`src/rtl/fpga_mailbox_pkg.sv`:
```
// rtl/fpga_mailbox_pkg.sv - offsets, constants and FSM states for the OBI mailbox
package fpga_mailbox_pkg;

  // The bus masks the region base, so only this many low byte-address bits are decoded.
  localparam int unsigned DEC_BITS  = 12;
  localparam int unsigned WORD_BITS = DEC_BITS - 2;

  localparam logic [DEC_BITS-1:0] STATUS_OFF   = 12'h000;
  localparam logic [DEC_BITS-1:0] LED_OFF      = 12'h004;
  localparam logic [DEC_BITS-1:0] DOORBELL_OFF = 12'h008;
  localparam logic [DEC_BITS-1:0] SCRATCH_OFF  = 12'h00C;

  localparam logic [31:0] BAD_RDATA = 32'hBADCAB1E;

  typedef enum logic {IDLE, WAIT} state_e;

  function automatic logic [31:0] be_merge(input logic [31:0] old_w, input logic [31:0] new_w,
                                           input logic [3:0] be);
    logic [31:0] res;
    res = old_w;
    for (int b = 0; b < 4; b++) begin
      if (be[b]) res[8*b +: 8] = new_w[8*b +: 8];
    end
    return res;
  endfunction

endpackage

```
`src/rtl/fpga_mailbox_regfile.sv`:
```
// rtl/fpga_mailbox_regfile.sv - scratch word array with byte-enable write and registered read
module fpga_mailbox_regfile
  import fpga_mailbox_pkg::*;
#(
  parameter int unsigned NUM_WORDS = 16,
  parameter int unsigned IDX_W     = (NUM_WORDS > 1) ? $clog2(NUM_WORDS) : 1
) (
  input  logic             clk,
  input  logic             rst,
  input  logic             wr_en,
  input  logic             rd_en,
  input  logic [3:0]       be,
  input  logic [IDX_W-1:0] idx,
  input  logic [31:0]      wdata,
  output logic [31:0]      rdata
);

  logic [31:0] mem [NUM_WORDS];

  // rdata is zero except in the cycle after a read, so the top can OR it into the response.
  always_ff @(posedge clk or posedge rst) begin
    if (rst) begin
      for (int k = 0; k < NUM_WORDS; k++) mem[k] <= '0;
      rdata <= '0;
    end else begin
      rdata <= rd_en ? mem[idx] : '0;
      if (wr_en) mem[idx] <= be_merge(mem[idx], wdata, be);
    end
  end

endmodule

```
`src/rtl/fpga_obi_mailbox_responder.sv`:
```
// rtl/fpga_obi_mailbox_responder.sv - OBI responder with STATUS/LED/DOORBELL registers and scratch RAM
module fpga_obi_mailbox_responder
  import fpga_mailbox_pkg::*;
#(
  parameter int unsigned NUM_SCRATCH = 16,
  parameter int unsigned WAIT_CYCLES = 0,
  parameter int unsigned LED_WIDTH   = 8
) (
  input  logic                 clk_i,
  input  logic                 rst_i,
  input  logic                 obi_req_i,
  input  logic                 obi_we_i,
  input  logic [3:0]           obi_be_i,
  input  logic [31:0]          obi_addr_i,
  input  logic [31:0]          obi_wdata_i,
  output logic                 obi_gnt_o,
  output logic                 obi_rvalid_o,
  output logic [31:0]          obi_rdata_o,
  output logic [LED_WIDTH-1:0] led_o,
  output logic                 irq_o
);

  localparam int unsigned WCW   = $clog2(WAIT_CYCLES + 2);
  localparam int unsigned IDX_W = (NUM_SCRATCH > 1) ? $clog2(NUM_SCRATCH) : 1;
  localparam logic [WORD_BITS-1:0] SCRATCH_W = SCRATCH_OFF[DEC_BITS-1:2];

  state_e         state_q, state_d;
  logic [WCW-1:0] wait_cnt_q, wait_cnt_d;
  logic           gnt;
  logic           accept;

  always_ff @(posedge clk_i or posedge rst_i) begin
    if (rst_i) begin
      state_q    <= IDLE;
      wait_cnt_q <= '0;
    end else begin
      state_q    <= state_d;
      wait_cnt_q <= wait_cnt_d;
    end
  end

  always_comb begin
    state_d    = state_q;
    wait_cnt_d = wait_cnt_q;
    gnt        = 1'b0;
    unique case (state_q)
      IDLE: begin
        if (obi_req_i) begin
          if (WAIT_CYCLES == 0) begin
            gnt = 1'b1;
          end else begin
            state_d    = WAIT;
            wait_cnt_d = WCW'(1);
          end
        end
      end
      WAIT: begin
        // A dropped req here is a master protocol violation; abandon it without committing.
        if (!obi_req_i) begin
          state_d    = IDLE;
          wait_cnt_d = '0;
        end else if (wait_cnt_q == WCW'(WAIT_CYCLES)) begin
          gnt        = 1'b1;
          state_d    = IDLE;
          wait_cnt_d = '0;
        end else begin
          wait_cnt_d = wait_cnt_q + 1'b1;
        end
      end
      default: state_d = IDLE;
    endcase
  end

  assign obi_gnt_o = gnt & ~rst_i;
  assign accept    = obi_req_i & gnt;

  logic [WORD_BITS-1:0] word;
  logic [WORD_BITS-1:0] scr_off;
  logic                 is_status, is_led, is_door, is_scr, is_oor;

  assign word      = obi_addr_i[DEC_BITS-1:2];
  assign scr_off   = word - SCRATCH_W;
  assign is_status = (word == STATUS_OFF[DEC_BITS-1:2]);
  assign is_led    = (word == LED_OFF[DEC_BITS-1:2]);
  assign is_door   = (word == DOORBELL_OFF[DEC_BITS-1:2]);
  assign is_scr    = (32'(scr_off) < NUM_SCRATCH);
  assign is_oor    = !(is_status || is_led || is_door || is_scr);

  logic unused_addr_bits;
  assign unused_addr_bits = ^{obi_addr_i[31:DEC_BITS], obi_addr_i[1:0]};

  logic [LED_WIDTH-1:0] led_q, led_d;
  logic                 irq_q;
  logic [15:0]          err_cnt_q;
  logic                 rvalid_q;
  logic [31:0]          rdata_q, rd_val, scr_rdata;

  always_comb begin
    rd_val = '0;
    if (is_status)    rd_val = {15'b0, irq_q, err_cnt_q};
    else if (is_led)  rd_val = 32'(led_q);
    else if (is_door) rd_val = {31'b0, irq_q};
    else if (is_oor)  rd_val = BAD_RDATA;
  end

  always_comb begin
    led_d = led_q;
    for (int b = 0; b < LED_WIDTH; b++) begin
      if (obi_be_i[b/8]) led_d[b] = obi_wdata_i[b];
    end
  end

  // Read data comes from register values before any write in the same cycle.
  always_ff @(posedge clk_i or posedge rst_i) begin
    if (rst_i) begin
      led_q     <= '0;
      irq_q     <= 1'b0;
      err_cnt_q <= '0;
      rvalid_q  <= 1'b0;
      rdata_q   <= '0;
    end else begin
      rvalid_q <= accept;
      rdata_q  <= (accept && !obi_we_i && !is_scr) ? rd_val : '0;
      if (accept && obi_we_i) begin
        if (is_led) led_q <= led_d;
        if (is_door) begin
          if (obi_wdata_i[1])      irq_q <= 1'b0;
          else if (obi_wdata_i[0]) irq_q <= 1'b1;
        end
      end
      if (accept && is_oor && err_cnt_q != 16'hFFFF) err_cnt_q <= err_cnt_q + 16'd1;
    end
  end

  fpga_mailbox_regfile #(
    .NUM_WORDS(NUM_SCRATCH),
    .IDX_W    (IDX_W)
  ) u_regfile (
    .clk  (clk_i),
    .rst  (rst_i),
    .wr_en(accept & obi_we_i & is_scr),
    .rd_en(accept & ~obi_we_i & is_scr),
    .be   (obi_be_i),
    .idx  (scr_off[IDX_W-1:0]),
    .wdata(obi_wdata_i),
    .rdata(scr_rdata)
  );

  assign obi_rvalid_o = rvalid_q;
  assign obi_rdata_o  = rdata_q | scr_rdata;
  assign led_o        = led_q;
  assign irq_o        = irq_q;

endmodule

```
`config.mk`:
```
export PLATFORM = sky130hd
export DESIGN_NAME = fpga_obi_mailbox_responder
export DESIGN_NICKNAME = d
export VERILOG_FILES = /design/src/rtl/fpga_mailbox_pkg.sv /design/src/rtl/fpga_mailbox_regfile.sv /design/src/rtl/fpga_obi_mailbox_responder.sv
export SDC_FILE = /design/constraint.sdc
export NUM_CORES = 1
export LEC_CHECK = 0
export BUFFER_PORTS_ARGS = -buffer_cell sky130_fd_sc_hd__buf_2
export CAP_MARGIN = 20
export CORE_UTILIZATION = 30
export CTS_CLUSTER_DIAMETER = 60
export DETAILED_ROUTE_END_ITERATION = 16
export GPL_ROUTABILITY_DRIVEN = 0
export SLEW_MARGIN = 20
export SYNTH_ARGS = -nofsm -noshare
export SYNTH_HDL_FRONTEND = slang
export SYNTH_SLANG_ARGS = --single-unit
```
`constraint.sdc`:
```
create_clock -name clk_i -period 29.2 [get_ports clk_i]
set_input_delay 5.84 -clock clk_i [delete_from_list [all_inputs] [get_ports clk_i]]
set_output_delay 5.84 -clock clk_i [all_outputs]
set_load 0.01 [all_outputs]
```
After elaboration in Yosys (flattened, before gate mapping)
Index checks and enable logic that the tools add are counted.
- $add $sub $neg: 3
- order comparisons: 3
- equality and inequality tests: 3
- multiplexer cells: 32
- bitwise gates (word level): 11
- reductions and logical operators: 16
- operators with widths (operator ; number):
    512-bit bitwise mux ; 1
    32-bit 2-to-1 mux ; 9
    32-bit binary-select mux with 4-bit select ; 1
    32-bit demux with 4-bit select ; 1
    8-bit 2-to-1 mux ; 8
    32-bit OR ; 1
    16-bit by 1-bit adder with 16-bit output, second input constant ; 1
    16-bit inequality test, second input constant ; 1
    10-bit by 1-bit equality test with 1-bit output, second input constant ; 1
    10-bit by 2-bit equality test with 1-bit output, second input constant ; 1
    10-bit logical NOT ; 1
    10-bit by 5-bit less-than comparator with 1-bit output, second input constant ; 1
    1-bit 2-to-1 mux ; 10
    10-bit by 2-bit subtractor with 10-bit output, second input constant ; 1
    1-bit AND ; 6
    1-bit logical AND ; 6
    3-bit AND reduction ; 2
    5-bit >= comparator, second input constant ; 1
    5-bit by 1-bit less-than comparator with 1-bit output, second input constant ; 1
    4-bit inverter with 5-bit output ; 1
    1-bit case mux with 2 select lines ; 2
    1-bit logical NOT ; 3
    1-bit logical OR ; 3
    1-bit inverter ; 3
    other kinds (2) ; 2
- register bits: 604
- bits of input ports: 72
- output and inout port bits: 43

Depth between registers and ports, before layout
Gate-level depths: netlist of the first run.
- depth after elaboration: 9
- gate-level depth with buffers: 13
- mapped depth without buffers: 7

Modules after synthesis
A second synthesis of the first run with hierarchy kept.
- cell total of the unflattened synthesis: 2591
- area, all modules: 27935.5 um^2
- by module, submodules not included (module ; times used ; cells an instance ; area an instance (um^2)):
    fpga_mailbox_regfile ; 1 ; 2364 ; 25590.8
    fpga_obi_mailbox_responder ; 1 ; 227 ; 2344.7

Worst setup path after synthesis of the first run
No wires, ideal clock.
- path type: input to output
- from: in obi_req_i
- to: out obi_gnt_o
- data arrival time: 6.037 ns
- path slack: 17.323 ns
- stages on the path: 1
- buffers on the path: 0
- cells stage by stage: nor2b_1
- longest elaborated chain between the ends: 3
- RTL lines (item ; RTL line ; source):
    start, declared ; fpga_obi_mailbox_responder.sv:11 ; input logic obi_req_i,
    1-bit 2-to-1 mux (on tied branches) ; fpga_obi_mailbox_responder.sv:59, fpga_obi_mailbox_responder.sv:48 ;
    1-bit case mux with 2 select lines * ; fpga_obi_mailbox_responder.sv:46 ; unique case (state_q)
    1-bit AND * ; fpga_obi_mailbox_responder.sv:74 ; assign obi_gnt_o = gnt & ~rst_i;
    end, declared ; fpga_obi_mailbox_responder.sv:16 ; output logic obi_gnt_o,
Mark *: on every way between the ends. The rest lies on a longest branch, timed or not.

Worst setup path in the final report of the first run
Ends and elaborated chain as after synthesis.

==> flow_summary.ini, run 1 <==
[finish]
final_cells = 4166
nets = 2816
drive_above_1_share = 0.1719
antenna_cells = 0
layout_commonest_cell = dfrtp_1
syn_to_final_growth_pct = 10.02
layout_common_cells = dfrtp_1, o21ai_0, nand3_1

[min_path]
whs_endpoint = u_regfile.mem[302]
min_path_cells = 2
hold_path_class = reg2reg
hold_start = u_regfile.mem[302]

[pwr]
ir_drop_uv = 50.89
power_density_nw_per_um2 = 52.32
p_leak_uw = 0.01334

[timing]
fmax_mhz = 82.40
worst_slew_pin_slew_ns = 1.128
final_max_slew_viol_count = 0
fin_crit_sh = 0.4156
rsz0062_at_grt = false
hold_viol = 0
setup_viol = 0
whs_ns = 0.5002
period_needed_ns = 12.14
timing.final.ws_setup_ns = 17.06
slew_headroom = 0.2423
finalClockSkew_ns = 0.02300
finalSetupTns_ns = 0

[yosys]
seq_area_frac_synth = 0.4679
syn_nets = 3029
ys.flop_type = dfrtp_1
synth_edf_count = 0
ys_warn_count = 0
async_flop_share = 1.000
yosysTopAreaCellShare = 0.4679
post-synth-top-area-cell = dfrtp_1
yosysUniqueCellTypes = 58
synthCells = 2950
syn-cell-area_um2 = 31450
ys_ff_latch = 588
netlist_top_cells_area = dfrtp_1, mux4_2, o21ai_0, o221ai_1, o211ai_1
synth.avg_cell_area_um2 = 10.66

[clock_tree]
cts_hold_buf = 0
cts_tree = yes
cts_buffers = 61
root_buffer = clkbuf_16
clk_path_buf_depth = 3
post_cts_resized = 0
clk-insertion-delay-late_ns = 0.67
cts.clk_slew.worst_paths_ns = 0.06
clock-sinks = 588
h-tree-depth = 2
post-cts-setup-buffers = 0

[floorplanning]
fp-row-count = 118
die-width_um = 325.8
dieArea_um2 = 106100
start_util = 0.3034
die_y_um = 325.8
ios = 115
coreArea_um2 = 103600

[setup_path]
arrival_ns = 6.30
timing.rr.start = u_regfile.mem[107]
r2r_setup_slack_ns = 26.62
path_class = in2out
cp_max_fo = 8
cp.required_ns = 23.36
timing.rr.end = u_regfile.rdata[11]
r2r_cells = 4
startpoint_type = input pin
critPathCaptureType = output pin

[route]
routed-via-count = 26124
postRouteAntennaNets = 0
drt-initial-drc-count = 2646
via_per_inst = 6.271
drc_errors = 0
wl_per_cell_um = 25.60
first_pass_iters = 5
totalWireLength_um = 106700

[place]
port_buffers = 92
dpl.hpwl_um = 62610
place_ws_ns = 17.06
place_inst = 4052

[global_route]
grt_pass1_vias = 26747
grt_max_degree = 159
grt_usage = 0.1972
grt_pass1_wl_um = 166300
grt.overflow.total = 0
antenna_found_initial = 10

[job]
maxCapViolCount = 0

[run_status]
status = completed
## report_power, final
| group | internal [uW] | switching (uW) | total [uW] |
|---|---|---|---|
| sequential | 824 | 8.48 | 832 |
| combinational | 33.3 | 92.4 | 126 |
| clock | 500 | 352 | 852 |
## worst max-delay path, stage by stage
cell and delay [ns]:
buf_2 0.17, nor2b_1 0.15, buf_2 0.14
## cell families (layout without fill, tap and decap cells)
group	count (synthesis)	in the layout	synth area share
compound gates	1156	1156	0.2467
mux	138	138	0.09526
flops	588	588	0.4679
fa+ha+maj	7	7	0.002785
buf+inv	423	259	0.05682
simple gates	623	623	0.1263
xor+xnor	15	15	0.004178
## how the worst max path moves through the flow
stage                         start      endpoint  depth (start not counted)
after floorplan               rst_i  err_cnt_q[0]                          1
after global placement    obi_req_i     obi_gnt_o                          3
after detailed placement  obi_req_i     obi_gnt_o                          3
after CTS                 obi_req_i     obi_gnt_o                          3
after global routing      obi_req_i     obi_gnt_o                          3
final                     obi_req_i     obi_gnt_o                          3
## routing by layer
metal | wire (um) | vias to the layer above | GRT usage | part of all wire
met5 | 23 | - | 0 | 0.00022
met3 | 7360 | 254 | 0.03106 | 0.069
met4 | 4036 | 4 | 0.08226 | 0.038
met1 | 43580 | 13597 | 0.2621 | 0.41
met2 | 51650 | 1251 | 0.3195 | 0.48
li1 | - | 11018 | - | -
## registers in the layout, indices dropped and copies added, names as in the netlist
signal           count
u_regfile.mem      512
u_regfile.rdata     32
rdata_q             18
err_cnt_q           16
led_o                8
irq_o                1
obi_rvalid_o         1
## cell usage after synthesis, types with 15 or more instances
library cell,number
a21boi_0,81
a21boi_1,15
and2_1,35
buf_1,35
buf_2,81
buf_4,18
clkbuf_1,277
dfrtp_1,588
mux4_2,128
nand2_1,53
nand3_1,277
nor2_1,45
nor3b_1,34
nor4_4,33
o211ai_1,257
o21ai_0,460
o21ai_1,56
o221ai_1,243
or2_2,28
or3_1,67
xnor2_1,15
## cell type report
class	count	area, um2
inverter	8	37.54
timing repair buffer	139	879.6
sequential	588	14710
multi-input combinational	1939	15060
clock inverter	26	376.6
tap	1380	1727
clock buffer	86	1802
fill	10430	69050
## through the flow
| stage | total power, uW | area (um2) | utilization |
|---|---|---|---|
| floorplan | 930.7 | 31450 | - |
| global placement | 972.8 | 32390 | 0.3126 |
| detailed placement | 973.2 | 32390 | 0.3126 |
| CTS | 1822 | 34570 | 0.3336 |
| global route | 1861 | 34600 | 0.3338 |
| finish | 1810 | 34600 | 0.3338 |
Power figures use the tool's default switching activity.
==> run 2, diff against run 1 <==
--- a/config.mk
+++ b/config.mk
@@ -5,6 +5,7 @@
 export SDC_FILE = /design/constraint.sdc
 export NUM_CORES = 1
 export LEC_CHECK = 0
+export ABC_AREA = 1
 export BUFFER_PORTS_ARGS = -buffer_cell sky130_fd_sc_hd__buf_2
 export CAP_MARGIN = 20
 export CORE_UTILIZATION = 30
==> constraint.sdc (replaced) <==
create_clock -name clk_i -period 9.9 [get_ports clk_i]
set_input_delay 1.98 -clock clk_i [delete_from_list [all_inputs] [get_ports clk_i]]
set_output_delay 1.98 -clock clk_i [all_outputs]
set_load 0.01 [all_outputs]
==> flow_summary.ini, run 2 <==
[route]
wl_per_cell_um = 18.51
first_pass_iters = 5
postRouteAntennaNets = 0
totalWireLength_um = 106200
drc_errors = 0
drt-initial-drc-count = 2869
routed-via-count = 27983
via_per_inst = 4.875

[clock_tree]
cts_buffers = 67
cts_tree = yes
root_buffer = clkbuf_16
clock-sinks = 588
h-tree-depth = 3
clk-insertion-delay-late_ns = 0.62
post-cts-setup-buffers = 0
clk_path_buf_depth = 3
post_cts_resized = 0
cts_hold_buf = 0
cts.clk_slew.worst_paths_ns = 0.06

[setup_path]
cp.required_ns = 10.44
critPathCaptureType = flip-flop
r2r_setup_slack_ns = 7.89
arrival_ns = 6.52
startpoint_type = input pin
cp_max_fo = 94
path_class = in2reg

[floorplanning]
dieArea_um2 = 105000
die_y_um = 324.0
die-width_um = 324.0
coreArea_um2 = 102300
fp-row-count = 117
start_util = 0.3040
ios = 115

[global_route]
grt.overflow.total = 0
grt_max_degree = 170
antenna_found_initial = 4
grt_usage = 0.2035
grt_pass1_wl_um = 163000
grt_pass1_vias = 26374

[run_status]
status = completed

[finish]
largest_reg_flops = 512
drive_above_1_share = 0.08737
top_register = u_regfile.mem
final_area_um2 = 34580
n_fill_cell = 10962
nets = 4405
syn_to_final_growth_pct = 11.17
reg_top3 = u_regfile.mem (512), u_regfile.rdata (32), rdata_q (18)
layout_commonest_cell = nand2_1
antenna_cells = 0
layout_common_cells = nand2_1, nand3_1, dfrtp_1

[pwr]
power_density_nw_per_um2 = 160.7
ir_drop_uv = 107.3
intPower_uw = 4065
power.total_uw = 5558
p_sw_uw = 1493
clock_power_share = 0.455
p_comb_frac = 0.100
p_leak_uw = 0.01911
seqPwrFrac = 0.444
switching_share = 0.2687

[yosys]
seq_area_frac_synth = 0.4731
synth_edf_count = 0
synth.avg_cell_area_um2 = 7.026
yosysUniqueCellTypes = 29
synthCells = 4427
yosysTopAreaCellShare = 0.4731
ys.flop_type = dfrtp_1
synth_common_cells = nand2_1, nand3_1, dfrtp_1
post-synth-top-area-cell = dfrtp_1
netlist_top_cells_area = dfrtp_1, nand2_1, nand3_1, inv_1, buf_2
ys_ff_latch = 588
synth.most_common_cell = nand2_1
syn-cell-area_um2 = 31100
ys_warn_count = 0
syn_nets = 4506
async_flop_share = 1.000

[job]
maxCapViolCount = 0

[place]
port_buffers = 92
dpl_cell_area_um2 = 32350
dpl.hpwl_um = 54150

[timing]
final_max_slew_viol_count = 0
fin_crit_sh = 0.6038
finalClockSkew_ns = 0.03306
slew_headroom = 0.2296
hold_viol = 0
rsz0062_at_grt = false
fmax_mhz = 167.3
setup_viol = 0
whs_ns = 0.4701
finalSetupTns_ns = 0
period_needed_ns = 5.978
worst_slew_pin_slew_ns = 1.151

[min_path]
hold_path_class = reg2reg
run 2: path summary, 6_finish.rpt:
kind,endpoint,from,depth (start not counted)
max,u_regfile.mem[308],obi_addr_i[2],10
min,u_regfile.mem[95],u_regfile.mem[95],2
max reg2reg,err_cnt_q[14],err_cnt_q[0],11
min reg2reg,u_regfile.mem[95],u_regfile.mem[95],2
max in group asynchronous,u_regfile.mem[251],rst_i,4
min in group asynchronous,obi_rvalid_o,rst_i,2
run 2: critical path, stage by stage:
cell      delay [ns]
buf_8           0.27
ha_1            0.40
xnor2_4         0.75
clkinv_2        0.89
nor2_2          0.65
nand2_1         0.17
nor2_4          0.63
buf_4           0.48
nand3_1         0.13
nand2_1         0.08
run 2: cell families (layout without fill, tap and decap cells):
logic type               after synthesis  after routing  synth area share
AND/OR/NAND/NOR                     3050           3050            0.4102
buffers and inverters                686            631           0.09422
flip-flops                           588            588            0.4731
AO/OA/AOI/OAI                         79             79           0.01344
XOR/XNOR                              17             17          0.006236
adder cells (fa/ha/maj)                7              7          0.002816
run 2: cell type report:
class	instances	area, um2	area share
inverter	376	1429	0.04133
timing repair buffer	140	897.1	0.02595
tap	1368	1712	0.04950
sequential	588	14710	0.4256
clock inverter	17	175.2	0.005066
clock buffer	98	2037	0.05891
multi-input combinational	3153	13610	0.3937
run 2: layer usage:
layer	track usage	routed length (um)	up-vias
li1	-	-	13348
met1	0.2599	43280	13359
met2	0.3409	51020	1031
met3	0.02522	7206	239
met4	0.09623	4693	6
met5	0	35	-
run 2: power groups by stage:
stage	Sequential (uW)	Combinational [uW]	Clock, uW
final	2470	556	2530
after global routing	2470	616	2670
after CTS	2470	555	2580
after detailed placement	2510	553	0
after global placement	2510	553	0
after floorplan	2510	397	0
run 2: metrics by stage:
| step | util | instances | setup WS [ns] |
|---|---|---|---|
| after CTS | 0.3378 | 5740 | 4.028 |
| after detailed placement | 0.3161 | 5625 | 3.391 |
| final | 0.3379 | 5740 | 3.922 |
| after floorplan | - | 4427 | -0.09538 |
| after global placement | 0.3159 | 5624 | 3.450 |
| after global routing | 0.3379 | 5740 | 3.822 |
